[config.mk]
export PLATFORM = sky130hd
export DESIGN_NAME = alu_flat
export DESIGN_NICKNAME = d
export VERILOG_FILES = /design/src/rtl/alu_pkg.sv /design/src/rtl/alu_if.sv /design/src/rtl/alu_status_reg.sv /design/src/rtl/alu.sv /design/src/flat_wrapper.sv
export SDC_FILE = /design/constraint.sdc
export NUM_CORES = 1
export LEC_CHECK = 0
export BUFFER_PORTS_ARGS = -buffer_cell sky130_fd_sc_hd__buf_2
export CORE_MARGIN = 2
export CORE_UTILIZATION = 31
export CTS_CLUSTER_SIZE = 40
export DETAILED_ROUTE_END_ITERATION = 10
export MAX_ROUTING_LAYER = met4
export PLACE_DENSITY = 0.48
export SYNTH_ARGS = -nofsm -noshare
export SYNTH_HDL_FRONTEND = slang
export SYNTH_SLANG_ARGS = --single-unit
[constraint.sdc]
create_clock -name clk -period 3.14 [get_ports clk]
set_input_delay 0 -clock clk [delete_from_list [all_inputs] [get_ports clk]]
set_output_delay 0 -clock clk [all_outputs]
set_load 0.02 [all_outputs]
[src/rtl/alu_pkg.sv]
// Shared types for the nibble ALU slice and the loop controller that iterates it.
package alu_pkg;

  localparam int unsigned NIBBLE_W = 4;

  typedef enum logic [2:0] {
    ADD   = 3'd0,
    SUB   = 3'd1,
    AND   = 3'd2,
    OR    = 3'd3,
    XOR   = 3'd4,
    LSHFT = 3'd5,
    RSHFT = 3'd6
  } AluCmd;

  typedef struct packed {
    AluCmd cmd;
    logic  carry_in;
    logic  b_inv;
    logic  carry_disable;
  } AluCtrl;

  typedef struct packed {
    AluCtrl              ctrl;
    logic [NIBBLE_W-1:0] d1;
    logic [NIBBLE_W-1:0] d2;
  } AluArgs;

  typedef struct packed {
    logic [NIBBLE_W-1:0] res;
    logic                carry_out;
  } AluRet;

  function automatic logic is_zero(input logic [NIBBLE_W-1:0] v);
    return (v == '0);
  endfunction

endpackage

[src/rtl/alu_if.sv]
// Bundle of ALU operands, combinational result and registered status outputs.
interface alu_if;
  import alu_pkg::*;

  AluArgs              args;
  AluRet               ret;
  logic                en;
  logic [NIBBLE_W-1:0] res_q;
  logic                carry_q;
  logic                zero_q;

  modport master (
    output args, en,
    input  ret, res_q, carry_q, zero_q
  );

  modport slave (
    input  args, en,
    output ret, res_q, carry_q, zero_q
  );

endinterface

[src/rtl/alu_status_reg.sv]
// Registered copy of the ALU result and flags for status/debug observation.
module alu_status_reg
  import alu_pkg::*;
(
  input  logic                clk,
  input  logic                rst,
  input  logic                en,
  input  AluRet               ret,
  output logic [NIBBLE_W-1:0] res_q,
  output logic                carry_q,
  output logic                zero_q
);

  always_ff @(posedge clk) begin
    if (rst) begin
      res_q   <= '0;
      carry_q <= 1'b0;
      zero_q  <= 1'b1;
    end else if (en) begin
      res_q   <= ret.res;
      carry_q <= ret.carry_out;
      zero_q  <= is_zero(ret.res);
    end
  end

endmodule

[src/rtl/alu.sv]
// Nibble ALU slice: combinational result/carry plus registered status copies.
module alu
  import alu_pkg::*;
(
  input logic  clk,
  input logic  rst,
  alu_if.slave bus
);

  logic [NIBBLE_W-1:0] b;
  logic                cin;
  logic [NIBBLE_W:0]   sum;
  AluRet               ret;

  always_comb begin
    b   = bus.args.ctrl.b_inv ? ~bus.args.d2 : bus.args.d2;
    cin = bus.args.ctrl.carry_disable ? 1'b0 : bus.args.ctrl.carry_in;
    sum = '0;
    ret = '0;
    case (bus.args.ctrl.cmd)
      ADD: begin
        sum           = {1'b0, bus.args.d1} + {1'b0, b} + {{NIBBLE_W{1'b0}}, cin};
        ret.res       = sum[NIBBLE_W-1:0];
        ret.carry_out = sum[NIBBLE_W];
      end
      SUB: begin
        sum           = {1'b0, bus.args.d1} + {1'b0, ~b} + {{NIBBLE_W{1'b0}}, cin};
        ret.res       = sum[NIBBLE_W-1:0];
        ret.carry_out = sum[NIBBLE_W];
      end
      AND: ret.res = bus.args.d1 & b;
      OR:  ret.res = bus.args.d1 | b;
      XOR: ret.res = bus.args.d1 ^ b;
      // Shifts never look at d1, so an undriven d1 cannot disturb them.
      LSHFT: begin
        ret.res       = {b[NIBBLE_W-2:0], cin};
        ret.carry_out = b[NIBBLE_W-1];
      end
      RSHFT: begin
        ret.res       = {cin, b[NIBBLE_W-1:1]};
        ret.carry_out = b[0];
      end
      default: ret = '0;
    endcase
    if (bus.args.ctrl.carry_disable)
      ret.carry_out = 1'b0;
  end

  assign bus.ret = ret;

  alu_status_reg u_status (
    .clk     (clk),
    .rst     (rst),
    .en      (bus.en),
    .ret     (ret),
    .res_q   (bus.res_q),
    .carry_q (bus.carry_q),
    .zero_q  (bus.zero_q)
  );

endmodule

[src/flat_wrapper.sv]
// flat-port wrapper written by rule: the top's interface ports become plain ports
module alu_flat import alu_pkg::*;
  (clk, rst, bus_args, bus_en, bus_ret, bus_res_q, bus_carry_q, bus_zero_q);
  alu_if bus_i ();
  input logic clk;
  input logic rst;
  input wire logic [$bits(bus_i.args)-1:0] bus_args;
  input wire logic [$bits(bus_i.en)-1:0] bus_en;
  output wire logic [$bits(bus_i.ret)-1:0] bus_ret;
  output wire logic [$bits(bus_i.res_q)-1:0] bus_res_q;
  output wire logic [$bits(bus_i.carry_q)-1:0] bus_carry_q;
  output wire logic [$bits(bus_i.zero_q)-1:0] bus_zero_q;
  assign bus_i.args = bus_args;
  assign bus_i.en = bus_en;
  assign bus_ret = bus_i.ret;
  assign bus_res_q = bus_i.res_q;
  assign bus_carry_q = bus_i.carry_q;
  assign bus_zero_q = bus_i.zero_q;
  alu u_core (.clk(clk), .rst(rst), .bus(bus_i));
endmodule
==> run summary, run 1 <==
Max Slew Vio Count: 0
DRT Pass-1 Iters: 4
Post-Synth Adder-Cell Area: 22.92%
GR Overflow Total: 0
post-synthesis sequential area ratio: 12.65%
CP startpoint: bus_args[9]
Startpoint Class: input port
reg2reg end: u_core.u_status.res_q[3]
chip width: 59.35 um
clock group share of total power: 19.1%
Post-Synth Simple-Gate Area: 16.86%
layout cells sized above 1: 27.46%
Total GRT Usage: 14.31%
vias in the first global route: 871
Comb power frac: 56.8%
Tmin final: 2377 ps
Synth area leaders: ha_1 14%, dfxtp_1 13%, fa_1 8.4%, xnor2_2 6.9%, inv_1 6.3%
DR vias: 863
Seq. cell area: 120.1 um^2
Sink Count: 6
Final Cycle Share: 75.71%
critical path endpoint category: output port
reg2reg setup slack: 2530 ps
ANT cells: 0
Rows: 20
fillers: 306
total die area: 3522 um^2
max-cap viol count: 0
Top Ports: 28
PD cells: 314.8 nW/um^2
first-pass GRT wire length: 3753 um
library cells used by synthesis: 37
number of port buffers: 27
final hold vios: 0
mean routed wirelength per cell: 12.22 um
antenna viol nets, final: 0
area of the core: 2978 um^2
# DRC: 0
Starting Density: 31.89%
Iteration-0 DRC Markers: 14
Via density: 4.931
initial antenna violation count: 0
commonest non-fill, non-tap cell in the layout: buf_2
FF-to-FF Start: u_core.u_status.res_q[3]
R2R depth: 3
clk_skew: 0 ps
CP Capture Point: bus_ret[0]
Post-Syn Area: 949.7 um^2
Net Sw Power: 144.6 uW
Max-Slew Margin vs Limit: 68.79%
most frequent cells in the layout: 27 x buf_2, 16 x inv_1, 13 x nor2_1, 11 x ha_1, 8 x a21oi_1
Routed WL: 2138 um
Mapped Cells: 115
multiplexer share of the synthesized area: 7.905%
Net Sw Frac: 40.65%
Syn Nets: 147
Die Y: 59.35 um
Leakage: 0.5614 nW
worst hold path type: input port to flip-flop
peak supply drop: 0.07664 mV
CTS tree: built
post-CTS sizing: 0
CTS max path bufs: 2
Synth Area in Compound Gates: 20.69%
HPWL after DPL: 1853 um
synth-to-layout area growth: 18.97%
largest family of logic cells by synthesized area: adder cells
P_int: 211.1 uW
post-route cell area: 1130 um^2
Pwr Total: 355.7 uW
CP Data Required Time: 3140 ps
clock root cell: clkbuf_4
largest net degree at the start of global routing: 17
Worst Path Arrival: 2380 ps
area occupied by multi-input gates: 740.7 um^2
Routability Congestion: 0.7840
worst slew pin tran: 465.8 ps
Yosys reg bits: 6
TritonCTS buffer count: 3
clock latency on the worst-skew pair: 240 ps
placed cell area: 1097 um^2
CTS H-tree depth: 1
Synth warnings: 0
status: finished clean
XOR/XNOR Fraction of Synth Area: 9.618%
setup violators final: 0
kind of critical path: input port to output port
final net count: 176
total negative slack: 0 ps
Yosys top cell area share: 14.49%
cell taking the most area after synthesis: ha_1
setup repair after global routing missed its margin: no
syn avg cell area: 8.258 um^2
Reg power frac: 24.1%
Max Clock Freq: 0.4206 GHz
clock-pin slew on the worst setup and hold paths: 40 ps
Critical Path Fanout Max: 6
-- final cells by class --
class,instances,area share [%]
clock buffer,3,1.993
inverter,16,5.316
multi-input combinational,89,65.56
sequential,6,10.63
tap,33,3.654
timing repair buffer,28,12.85
-- power groups by stage --
stage          logic (mW)  clock network, mW  registers, mW
5_1_grt             0.228             0.0787         0.0861
6_report            0.202             0.0678         0.0857
3_3_place_gp        0.202                  0         0.0867
3_5_place_dp        0.203                  0         0.0870
2_1_floorplan       0.139                  0         0.0950
4_1_cts             0.205             0.0731         0.0857
-- worst max-delay path, cell delays in order --
cell and delay (ps):
buf_2 180, xnor2_2 290, inv_1 130, fa_1 430, inv_1 80, fa_1 220
nor2b_1 200, o21bai_1 80, a221o_1 350, a21oi_1 200, buf_2 210
-- how the worst min path moves through the flow --
stage | start | endpoint | slack (ps) | cells past startpoint
6_report | bus_en | u_core.u_status.res_q[0] | 100 | 3
5_1_grt | bus_en | u_core.u_status.carry_q | 110 | 3
4_1_cts | bus_en | u_core.u_status.res_q[0] | 90 | 3
3_5_place_dp | rst | u_core.u_status.carry_q | 250 | 2
3_3_place_gp | rst | u_core.u_status.carry_q | 260 | 2
2_1_floorplan | rst | u_core.u_status.carry_q | 70 | 1
-- metrics by stage --
stage               hold WS [ps]  utilization (%)  setup slack (ps)  std cells
floorplan                  72.38                -             634.8        115
global placement           257.1            36.85             573.1        171
detailed placement         254.9            36.85             524.0        171
CTS                        90.85            37.94             762.9        175
global route               108.3            37.94             600.8        175
finish                     98.02            37.94             762.6        175
-- cell usage after synthesis, drive strengths merged --
cell type	instances
o21ai	7
nor2	13
o21bai	3
nor2b	4
a221o	1
o211ai	2
xor2	1
or3b	1
a211o	1
o22a	1
a21oi	8
o221ai	1
a211oi	1
o21a	1
and2b	1
mux2i	4
nand2b	2
xnor2	6
fa	4
inv	16
o22ai	1
ha	11
nor3	4
mux4	1
nand2	6
o311ai	2
or4	1
buf	4
dfxtp	6
o2bb2ai	1
-- kinds of logic (layout without fill, tap and decap cells) --
kind of cell,count (synthesis),after routing
buffers and inverters,20,47
AOI/OAI and AO/OA,30,30
xor gates and xnor gates,7,7
and+or+nand+nor,32,32
adders and majority gates,15,15
DFF,6,6
muxes,5,5
-- registers in the layout, indices dropped and copies added (netlist names) --
name / count
u_core.u_status.zero_q: 1
u_core.u_status.res_q: 4
u_core.u_status.carry_q: 1
-- per-layer routing --
layer / vias up / GRT usage, % / part of all wire, %
li1: 445 / - / -
met1: 398 / 15.89 / 43
met2: 18 / 26.53 / 54
met3: 2 / 0.6550 / 2.9
met4: 0 / 5.519 / 0.28
met5: - / - / 0
-- timing repair --
item | in CTS | in global routing
endpoints found under the hold margin | 2 | 0
setup buffers | 0 | 0
hold buffers | 1 | 0
No activity file was read; power rests on OpenSTA's default activity.
==> run 2: changes to the inputs <==
--- a/config.mk
+++ b/config.mk
@@ -11,7 +11,7 @@
 export CTS_CLUSTER_SIZE = 40
 export DETAILED_ROUTE_END_ITERATION = 10
 export MAX_ROUTING_LAYER = met4
-export PLACE_DENSITY = 0.48
+export PLACE_DENSITY = 0.5
 export SYNTH_ARGS = -nofsm -noshare
 export SYNTH_HDL_FRONTEND = slang
 export SYNTH_SLANG_ARGS = --single-unit
==> constraint.sdc (replaced) <==
create_clock -name clk -period 1.95 [get_ports clk]
set_input_delay 0 -clock clk [delete_from_list [all_inputs] [get_ports clk]]
set_output_delay 0 -clock clk [all_outputs]
set_load 0.02 [all_outputs]
==> run 2 against run 1 <==
Against the previous run: the flow now finishes with violations (negative setup slack); via count rose by 8.2%; non-clock buffer count rose by 21; combinational power rose by 110%; sequential cell count did not move; wire length rose by 7.6%; clock skew did not move; setup slack got worse by 850 ps; first-iteration DRC count rose by 57%; die area did not move; sequential power rose by 61%; register-to-register slack got worse by 1200 ps.
==> run summary, run 2 (synthesis results as in run 1) <==
pre-CTS setup slack: -420.4 ps (was 524.0 ps)
kind of critical path: input port to flip-flop (was input port to output port)
placed cell area: 1281 um^2 (was 1097 um^2)
placed insts: 190 (was 171)
worst slew pin tran: 298.9 ps (was 465.8 ps)
number of port buffers: 27 (unchanged)
final hold vios: 0 (unchanged)
peak supply drop: 0.1455 mV (was 0.07664 mV)
DR vias: 934 (was 863)
Startpoint Class: input port (unchanged)
hold endpoint: u_core.u_status.carry_q (was u_core.u_status.res_q[0])
area of the core: 2978 um^2 (unchanged)
critical path endpoint category: flip-flop (was output port)
clock root cell: clkbuf_4 (unchanged)
commonest non-fill, non-tap cell in the layout: buf_2 (unchanged)
Max-Slew Margin vs Limit: 79.76% (was 68.79%)
R2R depth: 3 (unchanged)
CTS max path bufs: 2 (unchanged)
Routability Congestion: 0.8104 (was 0.7840)
fillers: 314 (was 306)
Top Ports: 28 (unchanged)
CTS tree: built (unchanged)
Die Y: 59.35 um (unchanged)
biggest regs: u_core.u_status.res_q: 4 flops, u_core.u_status.carry_q: 1 flops, u_core.u_status.zero_q: 1 flops (unchanged)
layout cells sized above 1: 42.33% (was 27.46%)
worst hold path type: input port to flip-flop (unchanged)
Starting Density: 31.89% (unchanged)
most flop-heavy register: u_core.u_status.res_q (unchanged)
vias in the first global route: 925 (was 871)
most frequent cells in the layout: 23 x buf_2, 22 x buf_4, 14 x inv_1, 13 x nor2_1, 11 x ha_1 (was 27 x buf_2, 16 x inv_1, 13 x nor2_1, 11 x ha_1, 8 x a21oi_1)
GR Overflow Total: 0 (unchanged)
total die area: 3522 um^2 (unchanged)
Final Cycle Share: 104.3%
post-route cell area: 1366 um^2 (was 1130 um^2)
FF-to-FF Start: u_core.u_status.res_q[3] (unchanged)
Pwr Total: 669.0 uW (was 355.7 uW)
Hold Path Stages: 3 (unchanged)
clock-pin slew on the worst setup and hold paths: 40 ps (about the same)
max-cap viol count: 0 (unchanged)
initial antenna violation count: 0 (unchanged)
final worst-path setup slack: -84.43 ps (was 762.6 ps)
Non-Filler Instances: 196 (was 175)
setup violators final: 3 (was 0)
DRT Pass-1 Iters: 4 (unchanged)
PD cells: 489.7 nW/um^2 (was 314.8 nW/um^2)
setup repair after global routing missed its margin: yes (was no)
clock latency on the worst-skew pair: 240 ps (about the same)
final net count: 197 (was 176)
Sink Count: 6 (unchanged)
reg2reg end: u_core.u_status.res_q[3] (unchanged)
Max Clock Freq: 0.4915 GHz
CTS H-tree depth: 1 (unchanged)
HPWL after DPL: 2039 um (was 1853 um)
synth-to-layout area growth: 43.87% (was 18.97%)
CP Data Required Time: 2120 ps (was 3140 ps)
largest net degree at the start of global routing: 17 (unchanged)
Via density: 4.765 (was 4.931)
first-pass GRT wire length: 3939 um (was 3753 um)
ANT cells: 0 (unchanged)
hold path start: bus_en (unchanged)
antenna viol nets, final: 0 (unchanged)
Critical Path Fanout Max: 3 (was 6)
mean routed wirelength per cell: 11.73 um (was 12.22 um)
Max Slew Vio Count: 0 (unchanged)
reg2reg setup slack: 1330 ps (was 2530 ps)
TritonCTS buffer count: 3 (unchanged)
chip width: 59.35 um (unchanged)
Worst Path Arrival: 2200 ps (was 2380 ps)
# DRC: 0 (unchanged)
failing checks: negative setup slack
clk_skew: 0 ps (unchanged)
Routed WL: 2300 um (was 2138 um)
max reg flops: 4 (unchanged)
Tmin final: 2034 ps
Leakage: 0.6731 nW (was 0.5614 nW)
Iteration-0 DRC Markers: 22 (was 14)
Total GRT Usage: 15.10% (was 14.31%)
Rows: 20 (unchanged)
status: finished with violations (was finished clean)
run 2: what timing repair did:
action / 4_1_cts / 5_1_grt
setup endpoints to repair: 5 / 6
pin swaps: 6 / 5
endpoints found under the hold margin: 1 / 0
hold buffers: 1 / 0
resized for setup: 9 / 2
buffers inserted: 2 / 0
run 2: worst max path at each step:
stage                      from                     end  slack (ps)  cells past startpoint
global placement    bus_args[0]  u_core.u_status.zero_q        -380                     11
detailed placement  bus_args[0]  u_core.u_status.zero_q        -420                     11
finish              bus_args[8]  u_core.u_status.zero_q         -80                      9
global route        bus_args[0]  u_core.u_status.zero_q        -200                     11
floorplan           bus_args[9]  u_core.u_status.zero_q        -270                      9
CTS                 bus_args[9]  u_core.u_status.zero_q        -150                     11
run 2: metal layers:
metal | vias up | track usage (%) | share of wire, %
li1 | 488 | - | -
met2 | 23 | 28.10 | 54
met3 | 0 | 0.6550 | 3.1
met5 | - | - | 0
met4 | 0 | 3.896 | 0
met1 | 423 | 17.49 | 43
run 2: final cells by class:
cell class	count	area, um^2	area share (%)
clock buffer	3	22.52	1.648
inverter	16	60.06	4.396
multi-input combinational	89	790.8	57.88
sequential	6	120.1	8.791
tap	33	41.29	3.022
timing repair buffer	49	331.6	24.27
run 2: critical path, stage by stage:
cell and delay [ps]:
buf_2 100, nand2b_2 220, fa_2 370, fa_2 370, mux2i_4 150, xnor2_1 80, a211o_1 280, or4_1 500
o21ai_1 130
run 2: where the power goes:
group	total, mW	switching (mW)	internal (mW)
sequential	0.138	0.00450	0.133
clock	0.111	0.0415	0.0694
combinational	0.420	0.214	0.207
total	0.669	0.260	0.409
run 2: per-stage QoR:
step           TNS, ps  hold slack (ps)  utilization, %
6_report        -156.0            97.11           45.88
5_1_grt         -510.4            130.3           45.88
4_1_cts         -325.5            95.53           45.67
3_5_place_dp     -1300            254.0           43.03
3_3_place_gp     -1227            246.6           43.03
2_1_floorplan   -425.7            28.83               -
==> run 3: changes to the inputs <==
--- a/config.mk
+++ b/config.mk
@@ -10,6 +10,7 @@
 export CORE_UTILIZATION = 31
 export CTS_CLUSTER_SIZE = 40
 export DETAILED_ROUTE_END_ITERATION = 10
+export GPL_TIMING_DRIVEN = 0
 export MAX_ROUTING_LAYER = met4
 export PLACE_DENSITY = 0.5
 export SYNTH_ARGS = -nofsm -noshare
==> run 3 against run 2 <==
Against the previous run: the flow still finishes with violations (negative setup slack); critical path depth increased by 1; wire length increased by 2.0%; combinational power increased by 4.8%; setup slack got worse by 52 ps; largest power group unchanged; non-clock buffer count decreased by 7; maximum frequency decreased by 2.5%; register-to-register slack about the same; cell count decreased by 3.6%; utilization increased by 1.0 points; clock skew unchanged; sequential cell count unchanged.
==> run summary, run 3 (synthesis results as in run 1) <==
max-cap viol count: 0 (unchanged)
kind of critical path: input port to flip-flop (unchanged)
Routability Congestion: 0.7972 (was 0.8104)
area of the core: 2978 um^2 (unchanged)
Sink Count: 6 (unchanged)
Crit-path slowest cell: or4_1 (unchanged)
pre-CTS setup slack: -470.9 ps (was -420.4 ps)
final worst-path setup slack: -136.5 ps (was -84.43 ps)
Critical Path Fanout Max: 3 (unchanged)
Most common cell on crit path: fa_2 (unchanged)
total die area: 3522 um^2 (unchanged)
Hold WS: 11.26 ps (was 97.11 ps)
Via density: 4.968 (was 4.765)
largest net degree at the start of global routing: 11 (was 17)
Die Y: 59.35 um (unchanged)
Final Cycle Share: 107.0% (was 104.3%)
TritonCTS buffer count: 3 (unchanged)
PD cells: 494.1 nW/um^2 (was 489.7 nW/um^2)
# DRC: 0 (unchanged)
Max Slew Vio Count: 0 (unchanged)
initial antenna violation count: 0 (unchanged)
Max-Slew Margin vs Limit: 73.26% (was 79.76%)
Leakage: 0.6625 nW (was 0.6731 nW)
critical path cell sequence: buf_8 > xnor2_4 > buf_6 > fa_2 > fa_2 > mux2i_4 > xnor2_1 > a211o_1 > or4_1 > o21ai_1 (was buf_2 > nand2b_2 > fa_2 > fa_2 > mux2i_4 > xnor2_1 > a211o_1 > or4_1 > o21ai_1)
GR Overflow Total: 0 (unchanged)
failing checks: negative setup slack (unchanged)
Rows: 20 (unchanged)
setup repair after global routing missed its margin: yes (unchanged)
Top Ports: 28 (unchanged)
max reg flops: 4 (unchanged)
commonest non-fill, non-tap cell in the layout: buf_2 (unchanged)
clock latency on the worst-skew pair: 240 ps (about the same)
Hold Path Stages: 2 (was 3)
HPWL after DPL: 1910 um (was 2039 um)
Worst Path Arrival: 2260 ps (was 2200 ps)
Max Clock Freq: 0.4793 GHz (was 0.4915 GHz)
total negative slack: -307.3 ps (was -156.0 ps)
final hold vios: 0 (unchanged)
worst slew pin tran: 394.8 ps (was 298.9 ps)
fin util: 46.89% (was 45.88%)
mean routed wirelength per cell: 12.41 um (was 11.73 um)
CP Data Required Time: 2120 ps (about the same)
peak supply drop: 0.1319 mV (was 0.1455 mV)
number of port buffers: 24 (was 27)
most frequent cells in the layout: 23 x buf_2, 13 x inv_1, 12 x nor2_1, 11 x buf_4, 10 x ha_1 (was 23 x buf_2, 22 x buf_4, 14 x inv_1, 13 x nor2_1, 11 x ha_1)
Starting Density: 31.89% (unchanged)
critical path endpoint category: flip-flop (unchanged)
R2R depth: 3 (unchanged)
Tmin final: 2086 ps (was 2034 ps)
clock-pin slew on the worst setup and hold paths: 50 ps (was 40 ps)
Routed WL: 2345 um (was 2300 um)
worst hold path type: input port to flip-flop (unchanged)
CTS max path bufs: 2 (unchanged)
synth-to-layout area growth: 47.04% (was 43.87%)
Hold Buf Count CTS: 0 (was 1)
max incr delay on CP: 470 ps (was 500 ps)
setup violators final: 4 (was 3)
Total GRT Usage: 15.62% (was 15.10%)
CTS H-tree depth: 1 (unchanged)
clock root cell: clkbuf_4 (unchanged)
biggest regs: u_core.u_status.res_q: 4 flops, u_core.u_status.carry_q: 1 flops, u_core.u_status.zero_q: 1 flops (unchanged)
ANT cells: 0 (unchanged)
Startpoint Class: input port (unchanged)
final net count: 190 (was 197)
DRT Pass-1 Iters: 4 (unchanged)
DR vias: 939 (was 934)
CTS tree: built (unchanged)
chip width: 59.35 um (unchanged)
most flop-heavy register: u_core.u_status.res_q (unchanged)
Iteration-0 DRC Markers: 24 (was 22)
layout cells sized above 1: 44.23% (was 42.33%)
clk_skew: 0 ps (unchanged)
status: finished with violations (unchanged)
first-pass GRT wire length: 4133 um (was 3939 um)
vias in the first global route: 922 (was 925)
antenna viol nets, final: 0 (unchanged)
[run 3: cell types whose count changed in the layout (fill, tap and decap cells not counted), moves of 2 or more]
cell and change:
buf_6 +4, xnor2_2 -2, xnor2_4 +2, buf_4 -11, buf_12 +2
[run 3: stage by stage]
stage / cells / total power [mW] / area (um^2)
after detailed placement: 172 / 0.4942 / 1165
final: 189 / 0.6899 / 1396
after global routing: 189 / 0.7482 / 1396
after global placement: 172 / 0.4897 / 1165
after floorplan: 115 / 0.3970 / 1003
after CTS: 184 / 0.6451 / 1297
[run 3: layout make-up]
class	count	area, um^2
tap	33	41.29
fill	317	1582
timing repair buffer	38	267.8
clock buffer	3	22.52
inverter	16	60.06
multi-input combinational	89	843.3
buffer	4	41.29
sequential	6	120.1
[run 3: metal layers]
layer  GRT usage [%]  wire length, um  up-vias  part of all wire (%)
li1                -                -      472                     -
met1           18.85             1013      440                    43
met2           28.26             1247       25                    53
met3          0.6550               72        2                   3.1
met4           3.896               12        0                  0.51
met5               -                0        -                     0
[run 3: timing repair]
item	in CTS	in global routing
endpoints found under the setup margin	4	7
setup buffers	9	5
pin swaps	7	10
hold endpoints to repair	0	0
gates cloned	0	0
resized for setup	9	14
[run 3: worst paths after layout]
kind	endpoint	slack (ps)	startpoint
min	u_core.u_status.res_q[1]	10	rst
max reg2reg	u_core.u_status.res_q[3]	1320	u_core.u_status.res_q[3]
max	u_core.u_status.zero_q	-140	bus_args[0]
min reg2reg	u_core.u_status.res_q[0]	470	u_core.u_status.res_q[0]
[run 3: worst max-delay path: cells and delay by family]
family	cells	cell delay, ps
compound gates	2	440
xor+xnor	2	230
mux	1	150
simple gates	1	470
buf+inv	2	230
fa+ha+maj	2	740
[run 3: power breakdown]
part / leakage [nW] / internal (mW) / switching (mW)
combinational: 0.599 / 0.214 / 0.226
clock: 0.0138 / 0.0695 / 0.0428
sequential: 0.0497 / 0.133 / 0.00451
